--- src/rtl/preadd_mac_pkg.sv ---
// +--------------------------------------------------------------------------+
// | preadd_mac_pkg : shared types and width/saturation helpers for preadd_mac |
// | Revision 1.0                                                              |
// +--------------------------------------------------------------------------+
`default_nettype none

package preadd_mac_pkg;

  typedef enum logic {
    OP_ADD = 1'b0,
    OP_SUB = 1'b1
  } preadd_op_e;

  localparam int c_SAT_W = 128;

  function automatic int mac_width(input int aw, input int bw, input int gw, input int acc_en);
    return (acc_en != 0) ? (aw + 1 + bw + gw) : (aw + 1 + bw);
  endfunction

  // Bit patterns only; callers keep the low w bits.
  function automatic logic [c_SAT_W-1:0] sat_max(input int w);
    logic [c_SAT_W-1:0] one;
    one = c_SAT_W'(1);
    return (one << (w - 1)) - one;
  endfunction

  function automatic logic [c_SAT_W-1:0] sat_min(input int w);
    return ~sat_max(w);
  endfunction

endpackage

`default_nettype wire

--- src/rtl/preadd_mac_acc.sv ---
// +--------------------------------------------------------------------------+
// | preadd_mac_acc : output stage, frame accumulator with sticky overflow     |
// | Revision 1.0                                                              |
// +--------------------------------------------------------------------------+
`default_nettype none

module preadd_mac_acc
  import preadd_mac_pkg::*;
#(
  parameter int MW     = 33,
  parameter int PW     = 41,
  parameter int ACC_EN = 1,
  parameter int SAT_EN = 1
) (
  input  logic                 clk,
  input  logic                 rst_n,
  input  logic                 ce,
  input  logic                 i_valid,
  input  logic                 i_first,
  input  logic signed [MW-1:0] i_prod,
  output logic                 o_valid,
  output logic signed [PW-1:0] o_acc,
  output logic                 o_ovf
);

  logic                 r_valid;
  logic signed [PW-1:0] r_acc;
  logic                 r_ovf;
  logic signed [PW-1:0] w_next;
  logic                 w_ovf_next;

  generate
    if (ACC_EN != 0) begin : g_acc
      localparam logic [c_SAT_W-1:0] c_MAX_FULL = sat_max(PW);
      localparam logic [c_SAT_W-1:0] c_MIN_FULL = sat_min(PW);
      localparam logic signed [PW-1:0] c_MAX = c_MAX_FULL[PW-1:0];
      localparam logic signed [PW-1:0] c_MIN = c_MIN_FULL[PW-1:0];

      logic signed [PW:0] w_pext;
      logic signed [PW:0] w_sum;
      logic               w_ovf;

      always_comb begin
        w_pext = {{(PW + 1 - MW){i_prod[MW-1]}}, i_prod};
        w_sum  = {r_acc[PW-1], r_acc} + w_pext;
        // One guard bit suffices: disagreement of the top two bits is overflow.
        w_ovf  = w_sum[PW] ^ w_sum[PW-1];
        w_next     = w_sum[PW-1:0];
        w_ovf_next = r_ovf | w_ovf;
        if (w_ovf && (SAT_EN != 0)) begin
          w_next = w_sum[PW] ? c_MIN : c_MAX;
        end
        if (i_first) begin
          w_next     = w_pext[PW-1:0];
          w_ovf_next = 1'b0;
        end
      end
    end else begin : g_pass
      always_comb begin
        w_next     = i_prod;
        w_ovf_next = 1'b0;
      end
    end
  endgenerate

  always_ff @(posedge clk or negedge rst_n) begin
    if (!rst_n) begin
      r_valid <= 1'b0;
      r_acc   <= '0;
      r_ovf   <= 1'b0;
    end else if (ce) begin
      r_valid <= i_valid;
      if (i_valid) begin
        r_acc <= w_next;
        r_ovf <= w_ovf_next;
      end
    end
  end

  assign o_valid = r_valid;
  assign o_acc   = r_acc;
  assign o_ovf   = r_ovf;

endmodule

`default_nettype wire

--- src/rtl/preadd_mac.sv ---
// +--------------------------------------------------------------------------+
// | preadd_mac : pipelined (a +/- d) * b with optional frame accumulation     |
// | Revision 1.0                                                              |
// +--------------------------------------------------------------------------+
`default_nettype none

module preadd_mac
  import preadd_mac_pkg::*;
#(
  parameter  int AW     = 16,
  parameter  int BW     = 16,
  parameter  int GW     = 8,
  parameter  int ACC_EN = 1,
  parameter  int SAT_EN = 1,
  localparam int MW     = AW + 1 + BW,
  localparam int PW     = mac_width(AW, BW, GW, ACC_EN)
) (
  input  logic                 clk,
  input  logic                 rst_n,
  input  logic                 ce,
  input  logic                 in_valid,
  input  logic                 first,
  input  logic                 sub,
  input  logic signed [AW-1:0] ain,
  input  logic signed [AW-1:0] din,
  input  logic signed [BW-1:0] bin,
  output logic                 out_valid,
  output logic signed [PW-1:0] pout,
  output logic                 ovf
);

  logic signed [AW-1:0] r_ain;
  logic signed [AW-1:0] r_din;
  logic signed [BW-1:0] r_bin1;
  preadd_op_e           r_op1;
  logic                 r_first1;
  logic                 r_v1;

  logic signed [AW:0]   r_pre;
  logic signed [BW-1:0] r_bin2;
  logic                 r_first2;
  logic                 r_v2;

  logic signed [MW-1:0] r_prod;
  logic                 r_first3;
  logic                 r_v3;

  logic signed [AW:0]   w_a_ext;
  logic signed [AW:0]   w_d_ext;
  logic signed [MW-1:0] w_pre_ext;
  logic signed [MW-1:0] w_b_ext;

  assign w_a_ext   = {r_ain[AW-1], r_ain};
  assign w_d_ext   = {r_din[AW-1], r_din};
  // Operands widened to MW so the low MW bits of the product are exact.
  assign w_pre_ext = {{BW{r_pre[AW]}}, r_pre};
  assign w_b_ext   = {{(AW + 1){r_bin2[BW-1]}}, r_bin2};

  always_ff @(posedge clk or negedge rst_n) begin
    if (!rst_n) begin
      r_ain    <= '0;
      r_din    <= '0;
      r_bin1   <= '0;
      r_op1    <= OP_ADD;
      r_first1 <= 1'b0;
      r_v1     <= 1'b0;
      r_pre    <= '0;
      r_bin2   <= '0;
      r_first2 <= 1'b0;
      r_v2     <= 1'b0;
      r_prod   <= '0;
      r_first3 <= 1'b0;
      r_v3     <= 1'b0;
    end else if (ce) begin
      r_ain    <= ain;
      r_din    <= din;
      r_bin1   <= bin;
      r_op1    <= (in_valid && sub) ? OP_SUB : OP_ADD;
      r_first1 <= in_valid & first;
      r_v1     <= in_valid;

      r_pre    <= (r_op1 == OP_SUB) ? (w_a_ext - w_d_ext) : (w_a_ext + w_d_ext);
      r_bin2   <= r_bin1;
      r_first2 <= r_first1;
      r_v2     <= r_v1;

      r_prod   <= w_pre_ext * w_b_ext;
      r_first3 <= r_first2;
      r_v3     <= r_v2;
    end
  end

  preadd_mac_acc #(
    .MW     (MW),
    .PW     (PW),
    .ACC_EN (ACC_EN),
    .SAT_EN (SAT_EN)
  ) u_acc (
    .clk     (clk),
    .rst_n   (rst_n),
    .ce      (ce),
    .i_valid (r_v3),
    .i_first (r_first3),
    .i_prod  (r_prod),
    .o_valid (out_valid),
    .o_acc   (pout),
    .o_ovf   (ovf)
  );

endmodule

`default_nettype wire

--- config.mk ---
export PLATFORM = sky130hd
export DESIGN_NAME = preadd_mac
export DESIGN_NICKNAME = d
export VERILOG_FILES = /design/src/rtl/preadd_mac_pkg.sv /design/src/rtl/preadd_mac_acc.sv /design/src/rtl/preadd_mac.sv
export SDC_FILE = /design/constraint.sdc
export NUM_CORES = 1
export LEC_CHECK = 0
export ABC_AREA = 1
export CORE_MARGIN = 3
export CORE_UTILIZATION = 65
export DETAILED_ROUTE_END_ITERATION = 7
export GPL_ROUTABILITY_DRIVEN = 0
export GPL_TIMING_DRIVEN = 1
export PLACE_DENSITY_LB_ADDON = 0.05
export SLEW_MARGIN = 10
export SYNTH_ARGS = -nofsm -noshare
export SYNTH_HDL_FRONTEND = slang
export SYNTH_SLANG_ARGS = --single-unit
--- constraint.sdc ---
create_clock -name clk -period 16.1 [get_ports clk]
set_input_delay 1.61 -clock clk [delete_from_list [all_inputs] [get_ports clk]]
set_output_delay 1.61 -clock clk [all_outputs]
set_load 0.005 [all_outputs]
Yosys cells after proc, flatten, opt, wreduce, memory -nomap -nowiden. Index checks and enable logic that the tools add are counted.

Register bits after elaboration: 164. Logic and storage cells: 31. Output and inout bits: 43. Input port bits: 54.

$mul: 1. Multiplexer cells: 6. Add/subtract/negate cells: 3. Bitwise operators: 3. Reductions and logical operators: 2.

Operators by type and width (number): $mux 41 (3); $add 41x33->42 (1); $mul 17x16->33 (1); $add 16x16->17 (1); $mux 17 (1); $sub 16x16->17 (1); $mux 1 (2); $reduce_and 2->1 (1); $and 1x1->1 (1); $logic_and 1x1->1 (1); $or 1x1->1 (1); $xor 1x1->1 (1).

Longest topological paths before layout. Gate-level depths: netlist (run 1).

Depth in word-level cells: 4. Mapped depth: 28. Mapped depth without buffers: 26.

Hierarchy. Synthesis (run 1) repeated with hierarchy kept, for this count alone.

Cell total of the unflattened synthesis: 3225. Area total of the unflattened synthesis: 22883.2 um^2.

By module, submodules not included: preadd_mac (cells each 2298, times used 1, area each 17249.0 um^2); preadd_mac_acc (cells each 927, times used 1, area each 5634.2 um^2).

Worst setup path before layout (run 1). Ideal clock, no wire load.

Path kind: reg2reg. From: reg r_bin2[5]. To: reg r_prod[32]. Setup slack: 10.462 ns. Data arrival time: 5.556 ns. Library setup time: 0.083 ns. Clock period less this slack: 5.638 ns. Buffers on the path: 2. Stages on the path, launching flop included: 21. Path through: dfrtp_1 -> clkbuf_1 -> clkbuf_1 -> nand2_1 -> fa_1 -> inv_1 -> fa_1 -> inv_1 -> fa_1 -> fa_1 -> fa_1 -> fa_1 -> inv_1 -> ha_1 -> nand2_1 -> nor3_1 -> nand2_1 -> nor4_1 -> a21oi_1 -> xor2_1 -> o21ai_0.

Cells in the longest elaborated chain, start to end: 1.

RTL lines: from (decl) (line preadd_mac.sv:40) `logic signed [BW-1:0] r_bin2;`; from (signal assigned) (line preadd_mac.sv:83) `r_bin2 <= r_bin1;`; $mul 17x16->33 (line preadd_mac.sv:87) `r_prod <= w_pre_ext * w_b_ext;`; to (signal assigned) (line preadd_mac.sv:87); to (decl) (line preadd_mac.sv:44) `logic signed [MW-1:0] r_prod;`.

No other way between the ends. A chain may end at the register's enable or synchronous reset.

Worst setup path after layout (run 1).
From: reg r_bin2[1]. To: reg r_prod[25].

Same word-level chain as after synthesis.

==> results of run 1 <==
## cells in the mapped netlist, types with 2 or more instances
cell      instances  area, sq um
nand2_1         989         3710
inv_1           619         2320
fa_1            278         5570
nor2_1          173          649
dfrtp_1         164         4100
ha_1            142         1780
a21oi_1         114          571
o21ai_0         100          500
clkbuf_1         97          364
nand3_1          82          410
xor2_1           40          350
nand4_1          31          194
xnor2_1          31          272
o21bai_1         18          135
nor3_1           12         60.1
a21o_1           11         82.6
or2_2            11         68.8
a21oi_2          10         87.6
nand3_2           9         90.1
a31oi_1           7         43.8
buf_1             6         22.5
inv_2             6         22.5
nor2_2            5         31.3
buf_8             4         60.1
nand3b_1          4         30.0
nor4_1            4         25.0
a211oi_1          3         22.5
buf_4             3         22.5
nor2_4            3         33.8
o21a_1            3         22.5
and3_1            2         12.5
buf_2             2         10.0
nand2_2           2         12.5
## logic make-up after synthesis
logic type / Yosys count / share of synthesized area, %
and+or+nand+nor: 1331 / 24.7
buffers and inverters: 739 / 13.0
AOI/OAI and AO/OA: 274 / 7.02
DFF: 164 / 18.8
adders and majority gates: 420 / 33.7
xor gates and xnor gates: 71 / 2.85
## layout make-up
class | instances | area, sq um | share of cell area, %
Clock inverter | 12 | 136 | 0.580
Tap cell | 442 | 553 | 2.35
Sequential cell | 164 | 4100 | 17.5
Inverter | 627 | 2360 | 10.0
Multi-Input combinational cell | 2096 | 14900 | 63.3
Timing Repair Buffer | 106 | 1030 | 4.40
Clock buffer | 19 | 443 | 1.88
## per-stage QoR
| step | utilization (%) | std cells |
|---|---|---|
| final | 71.7 | 3466 |
| after global routing | 71.7 | 3466 |
| after CTS | 71.7 | 3466 |
| after floorplan | - | 2999 |
| after detailed placement | 69.9 | 3435 |
| after global placement | 69.9 | 3435 |
## worst max path at each step
| stage | startpoint | end | slack [ns] | cells after the start |
|---|---|---|---|---|
| 2_1_floorplan | r_bin2[5] | r_prod[32] | 10.46 | 20 |
| 3_3_place_gp | r_bin2[1] | r_prod[22] | 9.88 | 19 |
| 3_5_place_dp | r_bin2[1] | r_prod[25] | 9.86 | 21 |
| 4_1_cts | r_bin2[1] | r_prod[25] | 9.85 | 21 |
| 5_1_grt | r_bin2[4] | r_prod[31] | 9.40 | 20 |
| 6_report | r_bin2[1] | r_prod[25] | 9.78 | 21 |
## metal layers
metal  vias to the layer above  global-route usage [%]
met5                         -                       0
met1                      9083                    46.5
met2                       954                    54.4
met3                       161                    6.35
met4                         2                    13.0
li1                       8973                       -
## sequential cells by signal, indices dropped and copies added, names as in the netlist, 16 cells and up
signal,count
r_bin2,16
u_acc.o_acc,41
r_ain,16
r_prod,33
r_pre,17
r_din,16
r_bin1,16
## worst max-delay path: stages, from the launching register on
cell,delay (ns)
dfrtp_1,0.66
nand2_1,0.23
inv_1,0.11
fa_1,0.74
inv_1,0.11
fa_1,0.53
fa_1,0.43
inv_1,0.10
fa_1,0.45
fa_1,0.54
inv_1,0.05
fa_1,0.48
inv_1,0.05
ha_1,0.38
a21oi_1,0.22
o21ai_0,0.14
a21oi_1,0.18
nand3_1,0.15
a21o_1,0.21
or2_2,0.27
nand3_1,0.07
o21ai_0,0.09
==> impl_metrics.tcl, run 1 <==
set metrics [dict create \
    dieArea_sq_um 35800 \
    clk_latency_ns 0.46 \
    setup_slack_ns 9.78 \
    cts_buffers 17 \
    grt_pass1_vias 19175 \
    yosysSeqAreaShare_pct 18.8 \
    final_nets 3486 \
    antenna_found_initial 1 \
    post_cts_buffers 0 \
    met2_length_microns 26800 \
    worstMarginPinSlew_ns 0.961 \
    overflow 0 \
    synth_edf_count 0 \
    async_reset_ff_share_pct 100 \
    ys.flop_type "dfrtp_1" \
    outcome "completed" \
    synthToLayoutAreaGrowth_pct 7.75 \
    cts_tree "yes" \
    yosys_warnings 0 \
    max-slew-margin-rel_pct 36.0 \
    rsz0062_at_grt "no" \
    hold_slack_ns 0.478 \
    holdBufCountCts 0 \
    skew_ns 0.0217 \
    route.met3.wl_microns 5750 \
    netlist_area_sq_um 21800 \
    num_antenna_cells 0 \
    hold_depth 2 \
    hold_viol 0 \
    fin_crit_sh_pct 39.3 \
    maxSlewViolCount 0 \
    rrSetupSlack_ns 9.78 \
    firstDrtPassIters 7 \
    port_buffers 96 \
    ios 97 \
    cp_max_fo 18 \
    htreeDepth 4 \
    postRouteAntennaNets 0 \
    critical_path_required_ns 16.41 \
    final_cell_mix "nand2_1, inv_1, fa_1" \
    drive_gt1_share_pct 3.14 \
    place_area_sq_um 22900 \
    drc 0 \
    r2r_end "r_prod[25]" \
    synth_cell_types 47 \
    grt_max_degree 98 \
    syn_nets 3473 \
    syn_inst 2999 \
    ctsResizeCount 0 \
    cap_violations 0 \
    synth-seq-cells 164 \
    worst-setup-path-type "reg -> reg" \
    clk_pin_slew_ns 0.08 \
    setup-violations-final 0 \
    top_layer "met5" \
    dp_hpwl_microns 47500 \
    syn_area_per_cell_sq_um 7.27 \
    grt_util_all_layers_pct 34.0 \
    finalCriticalPeriod_ns 6.32 \
    wl_per_cell_microns 17.0 \
    grt_pass1_wl_microns 96700 \
    hold_start "r_bin1[6]" \
    vias_per_cell 5.53 \
    r2r-start "r_bin2[1]" \
    num_rows 66 \
    endpoint_kind "register" \
    drt_iter0_drc 1843 \
    die_h_microns 189 \
    dp_slack_ns 9.86 \
    fillerInstances 2773 \
    rr_worst_depth 21 \
    setup_tns_ns 0 \
    final_common_cell "nand2_1" \
    met1_length_microns 23800 \
    critPathLaunchType "register" \
    num_vias 19173 \
    wl_microns 58900 \
    clock_sinks 164 \
    root_buffer "clkbuf_16" \
    start_util_pct 66.5 \
    coreArea_sq_um 32800 \
    fmax_mhz 158 \
    die_x_microns 189 \
    final_area_sq_um 23500 \
    arrival_ns 6.63 \
    min_path_type "reg -> reg" \
    hold_path_end "r_bin1[6]" \
    cts_buffer_depth 2 \
]
Power of run 1 is not shown: default switching activity piles up to over one toggle a cycle in this logic, so the estimate is an artifact.
==> run 2, diff against run 1 <==
Settings changed: CORE_UTILIZATION 65 to 57.
Clock period 16.1 ns to 5.3 ns, I/O delays scaled along.
==> run 2 against run 1 <==
Effect of this change: setup slack worse by 10 ns; fmax is 14% higher; clock skew down 0.0015 ns; core utilization down 0.74 points; global-route usage shrank 2.1 points; critical endpoint is now r_prod[32]; clock-buffer cell count is 1 higher; worst hold slack worse by 0.43 ns; critical path depth is 1 higher; first-iteration DRC count fell by 15%; largest cell class unchanged; the flow now finishes with violations (setup timing); via count grew 5.1%; design area is 14% higher.
==> impl_metrics.tcl, run 2 (synthesis gave the netlist of run 1 again) <==
set metrics [dict create \
    largest_reg_flops 41 \
    dieArea_sq_um 40700 \
    wl_per_cell_microns 17.3 \
    synthToLayoutAreaGrowth_pct 22.5 \
    grt_pass1_wl_microns 103000 \
    setup-violations-final 18 \
    crit_start "r_pre[16]" \
    num_antenna_cells 0 \
    worst-setup-path-type "reg -> reg" \
    hold_viol 0 \
    fin_cells 3772 \
    min_path_type "in -> async" \
    drive_gt1_share_pct 16.9 \
    maxSlewViolCount 0 \
    cts_buffers 17 \
    clk_pin_slew_ns 0.07 \
    fmax_mhz 180 \
    die_h_microns 202 \
    critPathLaunchType "register" \
    cts_buffer_depth 2 \
    endpoint_kind "register" \
    die_x_microns 202 \
    final_nets 3722 \
    antenna_found_initial 0 \
    cts_tree "yes" \
    num_vias 20151 \
    start_util_pct 57.9 \
    grt_max_degree 95 \
    worstMarginPinSlew_ns 1.00 \
    port_buffers 96 \
    holdBufCountCts 0 \
    drc 0 \
    cp_max_fo 7 \
    overflow 0 \
    vias_per_cell 5.34 \
    grt_util_all_layers_pct 31.9 \
    fin_crit_sh_pct 105 \
    max-slew-margin-rel_pct 33.0 \
    place_inst 3690 \
    setup_slack_ns -0.256 \
    r2r-start "r_pre[16]" \
    final_common_cell "nand2_1" \
    ios 97 \
    clock_sinks 164 \
    finalCriticalPeriod_ns 5.56 \
    clk_latency_ns 0.47 \
    arrival_ns 5.93 \
    outcome "finished, violations left" \
    num_rows 71 \
    htreeDepth 4 \
    cap_violations 0 \
    final_cell_mix "nand2_1, inv_1, fa_1" \
    skew_ns 0.0202 \
    rsz0062_at_grt "yes" \
    seqCellArea_sq_um 4130 \
    wl_microns 65300 \
    multiInputGateArea_sq_um 15800 \
    root_buffer "clkbuf_16" \
    critical_path_required_ns 5.67 \
    dp_hpwl_microns 52000 \
    violations "setup timing" \
    grt_pass1_vias 19767 \
    postRouteAntennaNets 0 \
    coreArea_sq_um 37700 \
    drt_iter0_drc 1564 \
    fillerInstances 3069 \
    firstDrtPassIters 6 \
]
-- run 2: changes by cell type in the layout (fill, tap and decap cells not counted), sizes merged --
cell    previous run  this run
buf               12       245
bufbuf             0         1
bufinv             1         0
clkbuf            19        22
clkinv             3         4
-- run 2: metrics by stage --
step | area, sq um | setup TNS, ns | hold slack [ns] | worst slack [ns] | utilization, %
6_report | 26700 | -2.95 | 0.0517 | -0.256 | 71.0
4_1_cts | 26000 | -2.38 | 0.0556 | -0.216 | 69.0
3_5_place_dp | 24700 | -7.29 | 0.459 | -0.440 | 65.5
2_1_floorplan | 22100 | -0.00927 | 0.234 | -0.00927 | -
3_3_place_gp | 24700 | -5.99 | 0.453 | -0.407 | 65.5
5_1_grt | 26700 | -6.15 | 0.0856 | -0.450 | 71.0
-- run 2: layer usage --
| metal | vias to the layer above | track usage (%) | wire [microns] |
|---|---|---|---|
| met1 | 9744 | 43.8 | 27000 |
| met2 | 816 | 51.5 | 30200 |
| met5 | - | 0 | 0 |
| li1 | 9452 | - | - |
| met4 | 0 | 11.7 | 2810 |
| met3 | 139 | 5.27 | 5330 |
-- run 2: final timing paths --
path                                   end  slack [ns]  cells past startpoint
setup / recovery                r_prod[32]       -0.26                     22
setup reg to reg                r_prod[32]       -0.26                     22
min in group clk                 r_bin1[4]        0.47                      2
hold reg to reg                  r_bin1[4]        0.47                      2
max in group asynchronous        r_pre[12]        4.02                      2
hold / removal             u_acc.o_acc[28]        0.05                      1
-- run 2: area by class of cell --
| class | count | share of cell area [%] |
|---|---|---|
| clock buffers | 20 | 1.71 |
| clock inverters | 12 | 0.417 |
| inverters | 627 | 8.82 |
| multi-input cells | 2096 | 59.2 |
| flip-flops and latches | 164 | 15.5 |
| well taps | 511 | 2.39 |
| repair buffers | 342 | 12.0 |
-- run 2: critical path: stages, from the launching register on --
cell     delay, ns
dfrtp_2       0.41
buf_6         0.14
buf_4         0.16
nand2_1       0.07
inv_2         0.05
buf_4         0.14
fa_1          0.51
inv_1         0.06
fa_1          0.53
inv_1         0.05
fa_1          0.51
fa_1          0.44
fa_1          0.51
fa_1          0.45
ha_4          0.30
buf_4         0.13
nand2_1       0.10
o21ai_0       0.31
a21oi_1       0.11
o21ai_1       0.11
a21oi_2       0.06
xor2_1        0.16
o21ai_0       0.14
-- run 2: what timing repair did --
item,in CTS,in global routing
pin swaps,40,51
cloned,1,2
buffers inserted,27,21
setup endpoints to repair,22,22
resized for setup,148,165
Power of run 2 is left out for the same reason.
